File: config.mk
export PLATFORM = sky130hd
export DESIGN_NAME = id_ex_reg_flat
export DESIGN_NICKNAME = d
export VERILOG_FILES = /design/src/rtl/id_ex_reg_if.sv /design/src/rtl/id_ex_reg.sv /design/src/flat_wrapper.sv
export SDC_FILE = /design/constraint.sdc
export NUM_CORES = 1
export LEC_CHECK = 0
export CAP_MARGIN = 0
export CORE_MARGIN = 3
export CORE_UTILIZATION = 46
export DETAILED_ROUTE_END_ITERATION = 10
export PLACE_DENSITY = 0.82
export SETUP_SLACK_MARGIN = 0.05
export SYNTH_ARGS = -nofsm -noshare
export SYNTH_HDL_FRONTEND = slang
export SYNTH_SLANG_ARGS = --single-unit
File: constraint.sdc
create_clock -name clk -period 5.4 [get_ports clk]
set_clock_uncertainty 0.05 [all_clocks]
set_input_delay 1.35 -clock clk [delete_from_list [all_inputs] [get_ports clk]]
set_output_delay 1.35 -clock clk [all_outputs]
set_load 0.1 [all_outputs]
File: src/rtl/id_ex_reg_if.sv
// Decode-to-execute pipeline register bus.
// It carries the handshake, the decoded fields, the forwarding sources and the
// execute-side outputs.
interface id_ex_reg_if;
  // Handshake with the decode stage and the flush request
  logic        in_valid;
  logic        in_ready;
  logic        flush;

  // Decoded instruction fields
  logic [3:0]  id_funct;
  logic [4:0]  id_dst;
  logic        id_wen;
  logic [4:0]  id_rs_addr;
  logic [4:0]  id_rt_addr;
  logic [31:0] id_rs_val;
  logic [31:0] id_rt_val;
  logic [31:0] id_imm;
  logic [4:0]  id_shamt;
  logic [1:0]  id_src1_sel;
  logic        id_src2_sel;

  // Forwarding sources from the later stages
  logic        mem_wen;
  logic        wb_wen;
  logic [4:0]  mem_dst;
  logic [4:0]  wb_dst;
  logic [31:0] mem_val;
  logic [31:0] wb_val;

  // Handshake with the execute stage and the operands it receives
  logic        out_valid;
  logic        out_ready;
  logic [3:0]  ex_funct;
  logic [31:0] ex_in1;
  logic [31:0] ex_in2;
  logic [31:0] ex_store;
  logic [4:0]  ex_dst;
  logic        ex_wen;

  // Pipeline register side
  modport slave (
    input  in_valid, flush, id_funct, id_dst, id_wen, id_rs_addr, id_rt_addr,
           id_rs_val, id_rt_val, id_imm, id_shamt, id_src1_sel, id_src2_sel,
           mem_wen, wb_wen, mem_dst, wb_dst, mem_val, wb_val, out_ready,
    output in_ready, out_valid, ex_funct, ex_in1, ex_in2, ex_store, ex_dst, ex_wen
  );

  // Decode / execute environment side
  modport master (
    output in_valid, flush, id_funct, id_dst, id_wen, id_rs_addr, id_rt_addr,
           id_rs_val, id_rt_val, id_imm, id_shamt, id_src1_sel, id_src2_sel,
           mem_wen, wb_wen, mem_dst, wb_dst, mem_val, wb_val, out_ready,
    input  in_ready, out_valid, ex_funct, ex_in1, ex_in2, ex_store, ex_dst, ex_wen
  );
endinterface

File: src/rtl/id_ex_reg.sv
// ID/EX pipeline register with valid/ready handshake, flush, operand forwarding
// and operand source muxing.
// Stored register values are refreshed from the forwarding network while the
// stage is stalled, so a forwarded result is not lost when its producer retires.
module id_ex_reg (
  input  logic         clk,
  input  logic         reset,
  id_ex_reg_if.slave   bus
);

  // Stored instruction
  logic        valid_q,    valid_d;
  logic [3:0]  funct_q,    funct_d;
  logic [4:0]  dst_q,      dst_d;
  logic        wen_q,      wen_d;
  logic [4:0]  rs_addr_q,  rs_addr_d;
  logic [4:0]  rt_addr_q,  rt_addr_d;
  logic [31:0] rs_val_q,   rs_val_d;
  logic [31:0] rt_val_q,   rt_val_d;
  logic [31:0] imm_q,      imm_d;
  logic [4:0]  shamt_q,    shamt_d;
  logic [1:0]  src1_sel_q, src1_sel_d;
  logic        src2_sel_q, src2_sel_d;

  logic        accept;
  logic [31:0] fwd_rs, fwd_rt;
  logic [31:0] cap_rs, cap_rt;

  // Full forwarding: MEM wins over WB; register 0 is never forwarded.
  function automatic logic [31:0] fwd_full(
    input logic [4:0]  addr,  input logic [31:0] stored,
    input logic        m_wen, input logic [4:0]  m_dst, input logic [31:0] m_val,
    input logic        w_wen, input logic [4:0]  w_dst, input logic [31:0] w_val
  );
    if (m_wen && (m_dst == addr) && (addr != 5'd0))      return m_val;
    else if (w_wen && (w_dst == addr) && (addr != 5'd0)) return w_val;
    else                                                 return stored;
  endfunction

  // Forwarding network and the WB-only bypass applied at capture
  always_comb begin
    fwd_rs = fwd_full(rs_addr_q, rs_val_q, bus.mem_wen, bus.mem_dst, bus.mem_val,
                      bus.wb_wen, bus.wb_dst, bus.wb_val);
    fwd_rt = fwd_full(rt_addr_q, rt_val_q, bus.mem_wen, bus.mem_dst, bus.mem_val,
                      bus.wb_wen, bus.wb_dst, bus.wb_val);
    cap_rs = fwd_full(bus.id_rs_addr, bus.id_rs_val, 1'b0, 5'd0, 32'd0,
                      bus.wb_wen, bus.wb_dst, bus.wb_val);
    cap_rt = fwd_full(bus.id_rt_addr, bus.id_rt_val, 1'b0, 5'd0, 32'd0,
                      bus.wb_wen, bus.wb_dst, bus.wb_val);
  end

  assign bus.in_ready = !valid_q || bus.out_ready;
  assign accept       = bus.in_valid && bus.in_ready && !bus.flush;

  // Next-state selection: flush, accept, stall refresh, or drain
  always_comb begin
    valid_d    = valid_q;
    funct_d    = funct_q;
    dst_d      = dst_q;
    wen_d      = wen_q;
    rs_addr_d  = rs_addr_q;
    rt_addr_d  = rt_addr_q;
    rs_val_d   = rs_val_q;
    rt_val_d   = rt_val_q;
    imm_d      = imm_q;
    shamt_d    = shamt_q;
    src1_sel_d = src1_sel_q;
    src2_sel_d = src2_sel_q;
    if (bus.flush) begin
      valid_d = 1'b0;
    end else if (accept) begin
      valid_d    = 1'b1;
      funct_d    = bus.id_funct;
      dst_d      = bus.id_dst;
      wen_d      = bus.id_wen;
      rs_addr_d  = bus.id_rs_addr;
      rt_addr_d  = bus.id_rt_addr;
      rs_val_d   = cap_rs;
      rt_val_d   = cap_rt;
      imm_d      = bus.id_imm;
      shamt_d    = bus.id_shamt;
      src1_sel_d = bus.id_src1_sel;
      src2_sel_d = bus.id_src2_sel;
    end else if (valid_q && !bus.out_ready) begin
      rs_val_d = fwd_rs;
      rt_val_d = fwd_rt;
    end else if (bus.out_ready) begin
      valid_d = 1'b0;
    end
  end

  // State registers, cleared asynchronously by reset
  always_ff @(posedge clk or posedge reset) begin
    if (reset) begin
      valid_q    <= 1'b0;
      funct_q    <= 4'd0;
      dst_q      <= 5'd0;
      wen_q      <= 1'b0;
      rs_addr_q  <= 5'd0;
      rt_addr_q  <= 5'd0;
      rs_val_q   <= 32'd0;
      rt_val_q   <= 32'd0;
      imm_q      <= 32'd0;
      shamt_q    <= 5'd0;
      src1_sel_q <= 2'd0;
      src2_sel_q <= 1'b0;
    end else begin
      valid_q    <= valid_d;
      funct_q    <= funct_d;
      dst_q      <= dst_d;
      wen_q      <= wen_d;
      rs_addr_q  <= rs_addr_d;
      rt_addr_q  <= rt_addr_d;
      rs_val_q   <= rs_val_d;
      rt_val_q   <= rt_val_d;
      imm_q      <= imm_d;
      shamt_q    <= shamt_d;
      src1_sel_q <= src1_sel_d;
      src2_sel_q <= src2_sel_d;
    end
  end

  // Execute-side operand selection
  always_comb begin
    case (src1_sel_q)
      2'd0:    bus.ex_in1 = fwd_rs;
      2'd1:    bus.ex_in1 = {27'd0, shamt_q};
      2'd2:    bus.ex_in1 = 32'd16;
      default: bus.ex_in1 = 32'd0;
    endcase
    bus.ex_in2   = src2_sel_q ? imm_q : fwd_rt;
    bus.ex_store = fwd_rt;
  end

  assign bus.out_valid = valid_q;
  assign bus.ex_funct  = funct_q;
  assign bus.ex_dst    = dst_q;
  assign bus.ex_wen    = wen_q && valid_q;

endmodule

File: src/flat_wrapper.sv
// flat-port wrapper written by rule: the top's interface ports become plain ports
module id_ex_reg_flat 
  (clk, reset, bus_in_valid, bus_flush, bus_id_funct, bus_id_dst, bus_id_wen, bus_id_rs_addr, bus_id_rt_addr, bus_id_rs_val, bus_id_rt_val, bus_id_imm, bus_id_shamt, bus_id_src1_sel, bus_id_src2_sel, bus_mem_wen, bus_wb_wen, bus_mem_dst, bus_wb_dst, bus_mem_val, bus_wb_val, bus_out_ready, bus_in_ready, bus_out_valid, bus_ex_funct, bus_ex_in1, bus_ex_in2, bus_ex_store, bus_ex_dst, bus_ex_wen);
  id_ex_reg_if bus_i ();
  input  logic clk;
  input  logic reset;
  input wire logic [$bits(bus_i.in_valid)-1:0] bus_in_valid;
  input wire logic [$bits(bus_i.flush)-1:0] bus_flush;
  input wire logic [$bits(bus_i.id_funct)-1:0] bus_id_funct;
  input wire logic [$bits(bus_i.id_dst)-1:0] bus_id_dst;
  input wire logic [$bits(bus_i.id_wen)-1:0] bus_id_wen;
  input wire logic [$bits(bus_i.id_rs_addr)-1:0] bus_id_rs_addr;
  input wire logic [$bits(bus_i.id_rt_addr)-1:0] bus_id_rt_addr;
  input wire logic [$bits(bus_i.id_rs_val)-1:0] bus_id_rs_val;
  input wire logic [$bits(bus_i.id_rt_val)-1:0] bus_id_rt_val;
  input wire logic [$bits(bus_i.id_imm)-1:0] bus_id_imm;
  input wire logic [$bits(bus_i.id_shamt)-1:0] bus_id_shamt;
  input wire logic [$bits(bus_i.id_src1_sel)-1:0] bus_id_src1_sel;
  input wire logic [$bits(bus_i.id_src2_sel)-1:0] bus_id_src2_sel;
  input wire logic [$bits(bus_i.mem_wen)-1:0] bus_mem_wen;
  input wire logic [$bits(bus_i.wb_wen)-1:0] bus_wb_wen;
  input wire logic [$bits(bus_i.mem_dst)-1:0] bus_mem_dst;
  input wire logic [$bits(bus_i.wb_dst)-1:0] bus_wb_dst;
  input wire logic [$bits(bus_i.mem_val)-1:0] bus_mem_val;
  input wire logic [$bits(bus_i.wb_val)-1:0] bus_wb_val;
  input wire logic [$bits(bus_i.out_ready)-1:0] bus_out_ready;
  output wire logic [$bits(bus_i.in_ready)-1:0] bus_in_ready;
  output wire logic [$bits(bus_i.out_valid)-1:0] bus_out_valid;
  output wire logic [$bits(bus_i.ex_funct)-1:0] bus_ex_funct;
  output wire logic [$bits(bus_i.ex_in1)-1:0] bus_ex_in1;
  output wire logic [$bits(bus_i.ex_in2)-1:0] bus_ex_in2;
  output wire logic [$bits(bus_i.ex_store)-1:0] bus_ex_store;
  output wire logic [$bits(bus_i.ex_dst)-1:0] bus_ex_dst;
  output wire logic [$bits(bus_i.ex_wen)-1:0] bus_ex_wen;
  assign bus_i.in_valid = bus_in_valid;
  assign bus_i.flush = bus_flush;
  assign bus_i.id_funct = bus_id_funct;
  assign bus_i.id_dst = bus_id_dst;
  assign bus_i.id_wen = bus_id_wen;
  assign bus_i.id_rs_addr = bus_id_rs_addr;
  assign bus_i.id_rt_addr = bus_id_rt_addr;
  assign bus_i.id_rs_val = bus_id_rs_val;
  assign bus_i.id_rt_val = bus_id_rt_val;
  assign bus_i.id_imm = bus_id_imm;
  assign bus_i.id_shamt = bus_id_shamt;
  assign bus_i.id_src1_sel = bus_id_src1_sel;
  assign bus_i.id_src2_sel = bus_id_src2_sel;
  assign bus_i.mem_wen = bus_mem_wen;
  assign bus_i.wb_wen = bus_wb_wen;
  assign bus_i.mem_dst = bus_mem_dst;
  assign bus_i.wb_dst = bus_wb_dst;
  assign bus_i.mem_val = bus_mem_val;
  assign bus_i.wb_val = bus_wb_val;
  assign bus_i.out_ready = bus_out_ready;
  assign bus_in_ready = bus_i.in_ready;
  assign bus_out_valid = bus_i.out_valid;
  assign bus_ex_funct = bus_i.ex_funct;
  assign bus_ex_in1 = bus_i.ex_in1;
  assign bus_ex_in2 = bus_i.ex_in2;
  assign bus_ex_store = bus_i.ex_store;
  assign bus_ex_dst = bus_i.ex_dst;
  assign bus_ex_wen = bus_i.ex_wen;
  id_ex_reg u_core (.clk(clk), .reset(reset), .bus(bus_i));
endmodule
==> results of run 1 <==
[flip-flops by register name, indices dropped and copies added (netlist names), 4 cells and up]
register / cells
u_core.rt_addr_q: 5
u_core.bus.ex_dst: 5
u_core.rt_val_q: 32
u_core.imm_q: 32
u_core.rs_addr_q: 5
u_core.shamt_q: 5
u_core.bus.ex_funct: 4
u_core.rs_val_q: 32
[cells by family (layout without fill, tap and decap cells)]
kind of cell	after synthesis	count (layout)	share of synthesized area, %
flops	125	125	35.8
xor+xnor	28	28	2.80
simple gates	423	423	22.8
compound gates	216	216	20.4
mux	95	95	11.8
other cells	0	4	0
buf+inv	141	411	6.48
[through the flow]
stage / util [%] / std cells
2_1_floorplan: - / 1028
3_3_place_gp: 73.8 / 1495
3_5_place_dp: 73.8 / 1495
4_1_cts: 77.1 / 1527
5_1_grt: 77.1 / 1529
6_report: 77.2 / 1531
[synthesized netlist by cell type (31+ instances only)]
master      n  area [sq um]
o31ai_1    33           248
a221o_1    31           310
nand2_1   214           803
o221ai_1   32           280
o21a_1     32           240
clkbuf_1   79           297
dfrtp_1   125          3130
inv_1      40           150
mux2i_1    33           330
and2_1     33           206
o21ai_0    34           170
mux2_2     60           676
nor3_1     92           460
nand3_1    33           165
nand3b_1   33           248
[power by group through the flow]
| stage | registers, uW | clock network (uW) | logic, uW |
|---|---|---|---|
| 2_1_floorplan | 1230 | 0 | 1860 |
| 3_3_place_gp | 1230 | 0 | 2940 |
| 3_5_place_dp | 1240 | 0 | 2980 |
| 4_1_cts | 1230 | 1220 | 2990 |
| 5_1_grt | 1250 | 1270 | 3090 |
| 6_report | 1230 | 1220 | 2990 |
[path summary, 6_finish.rpt]
check / from / slack [ps] / endpoint / cells after the start
min: u_core.imm_q[27] / 420 / u_core.imm_q[27] / 2
max reg2reg: u_core.rt_addr_q[1] / 2500 / u_core.rt_val_q[12] / 6
min reg2reg: u_core.imm_q[27] / 420 / u_core.imm_q[27] / 2
max in group asynchronous: reset / 2980 / u_core.imm_q[22] / 3
max: bus_wb_dst[1] / 160 / bus_ex_in1[8] / 8
min in group asynchronous: reset / 1420 / u_core.imm_q[28] / 2
[worst min-delay path: stages (launching register included)]
cell     delay (ps)
dfrtp_1         340
nand2_1          50
nand2_1          60
[per-layer routing]
layer | wire [microns] | up-vias | GRT usage [%]
met5 | 0 | - | 0
li1 | - | 4201 | -
met1 | 13900 | 4602 | 45.1
met3 | 3420 | 94 | 7.22
met2 | 17400 | 610 | 55.3
met4 | 1190 | 0 | 13.4
[final cells by class]
cell class / count / area [sq um] / area share, %
Multi-Input combinational cell: 762 / 5580 / 39.5
Timing Repair Buffer: 339 / 4370 / 30.9
Sequential cell: 125 / 3130 / 22.1
Clock buffer: 19 / 443 / 3.13
Tap cell: 229 / 287 / 2.03
Clock inverter: 13 / 166 / 1.18
Inverter: 40 / 155 / 1.10
Antenna cell: 4 / 10.0 / 0.0708
==> flow_summary.yaml, run 1 <==
outcome:
  status: "completed"
clock_network:
  cts_root_buf: "clkbuf_16"
  holdBufCountCts: 0
  cts_sinks: 125
  cts_setup_buffers: 0
  cts_resized: 0
  cts_made_buffers: 17
  ctsHtreeMaxLevel: 4
  clkTransAtPathRegs_ps: 60
  cts_tree: "yes"
  clockBufferDepth: 2
  clock_latency_ps: 430
routing:
  vias: 9507
  viasPerCell: 6.21
  wl_microns: 35800
  first_pass_iters: 5
  drtIter0Drc: 824
  drc_errors: 0
  antenna_left: 0
  avgRoutedWirePerCell_microns: 23.4
timing:
  min_period_over_period_pct: 97.0
  tightest_slew_ps: 1090
  report.final.hold_viol_count: 0
  setup_viol: 0
  fin_crit_ps: 5240
  final.setup.worst_slack_ps: 160
  slew_viol_final: 0
  fin_hold_ws_ps: 424
  slew_headroom_pct: 27.6
  setup_tns_ps: 0
  rsz0062_at_grt: "false"
  fmax_mhz: 191
grt:
  grt_pass1_vias: 9677
  antenna_found_initial: 2
  grt_max_degree: 88
  grt_usage_pct: 34.2
  grt_pass1_wl_microns: 55100
  grt_overflow_total: 0
placed_design:
  place.gp.congestion: 0.934
  dp_hpwl_microns: 24700
  placed_cell_area_sq_um: 13500
  numPortBuffers: 312
  place_ws_ps: 248
cells_and_area:
  area_growth_pct: 61.8
  fillCellCount: 1245
  drive_gt1_share_pct: 22.9
  fin_nets: 1490
  postLayoutCellArea_sq_um: 14100
  final_common_cell: "clkdlybuf4s50_1"
  layout_common_cells: "clkdlybuf4s50_1 (215), nand2_1 (214), dfrtp_1 (122), buf_12 (103), nor3_1 (65)"
critical_path:
  cp-end-kind: "primary output"
  startpoint_type: "input port"
  cp_cell_sequence: "clkdlybuf4s50_1, xor2_1, a211o_2, buf_4, o21a_1, o31ai_1, nor3_2, buf_12"
  cp_num_buf_inv: 3
  critPathRequiredTime_ps: 4000
  cpPeakStageDelay_ps: 520
  cp_max_fo: 18
  arrival_ps: 3840
  critPathKind: "in -> out"
  cpMaxStageDelayCell: "clkdlybuf4s50_1"
  crit_family: "compound AO/OA/AOI/OAI gates"
power_and_ir_drop:
  sw_frac_of_total_pct: 46.5
  p_sw_uw: 2530
  p_leak_uw: 0.00559
  pwr-share-clk_pct: 22.4
  power_frac_comb_pct: 55.0
  powerDensity_nw_per_um2: 384
  sequentialPowerShare_pct: 22.7
  finalPower_uw: 5440
  vdd_drop_max_mv: 0.315
  internal-power_uw: 2910
logic_synthesis:
  synth_area_sq_um: 8740
  ys.flop_type: "dfrtp_1"
  syn_inst: 1028
  synth_warnings: 0
  async_flop_share_pct: 100
  ys_ff_latch: 125
  synth_enable_flop_cells: 0
  yosysUniqueCellTypes: 46
  syn_nets: 1233
  avgSynthCellArea_sq_um: 8.51
  ys_seq_area_share_pct: 35.8
floorplan:
  initial_core_util_pct: 47.7
  fp.dieH_microns: 144
  die_x_microns: 144
  core_sq_um: 18300
  ios: 313
  fp-row-count: 49
  die-area_sq_um: 20700
worst_hold_path:
  hp-class: "reg -> reg"
job:
  maxCapViolCount: 0
No activity file was read; power rests on OpenSTA's default activity.
==> inputs of run 2 (changes only) <==
--- a/config.mk
+++ b/config.mk
@@ -9,6 +9,7 @@
 export CORE_MARGIN = 3
 export CORE_UTILIZATION = 46
 export DETAILED_ROUTE_END_ITERATION = 10
+export HOLD_SLACK_MARGIN = 0.05
 export PLACE_DENSITY = 0.82
 export SETUP_SLACK_MARGIN = 0.05
 export SYNTH_ARGS = -nofsm -noshare
==> results of run 2 <==
The final DEF is identical to that of run 1; final timing and power are the same.
==> inputs of run 3 (changes only) <==
--- a/config.mk
+++ b/config.mk
@@ -11,7 +11,6 @@
 export DETAILED_ROUTE_END_ITERATION = 10
 export HOLD_SLACK_MARGIN = 0.05
 export PLACE_DENSITY = 0.82
-export SETUP_SLACK_MARGIN = 0.05
 export SYNTH_ARGS = -nofsm -noshare
 export SYNTH_HDL_FRONTEND = slang
 export SYNTH_SLANG_ARGS = --single-unit
==> results of run 3 <==
The final DEF is identical to that of run 1; final timing and power are the same.
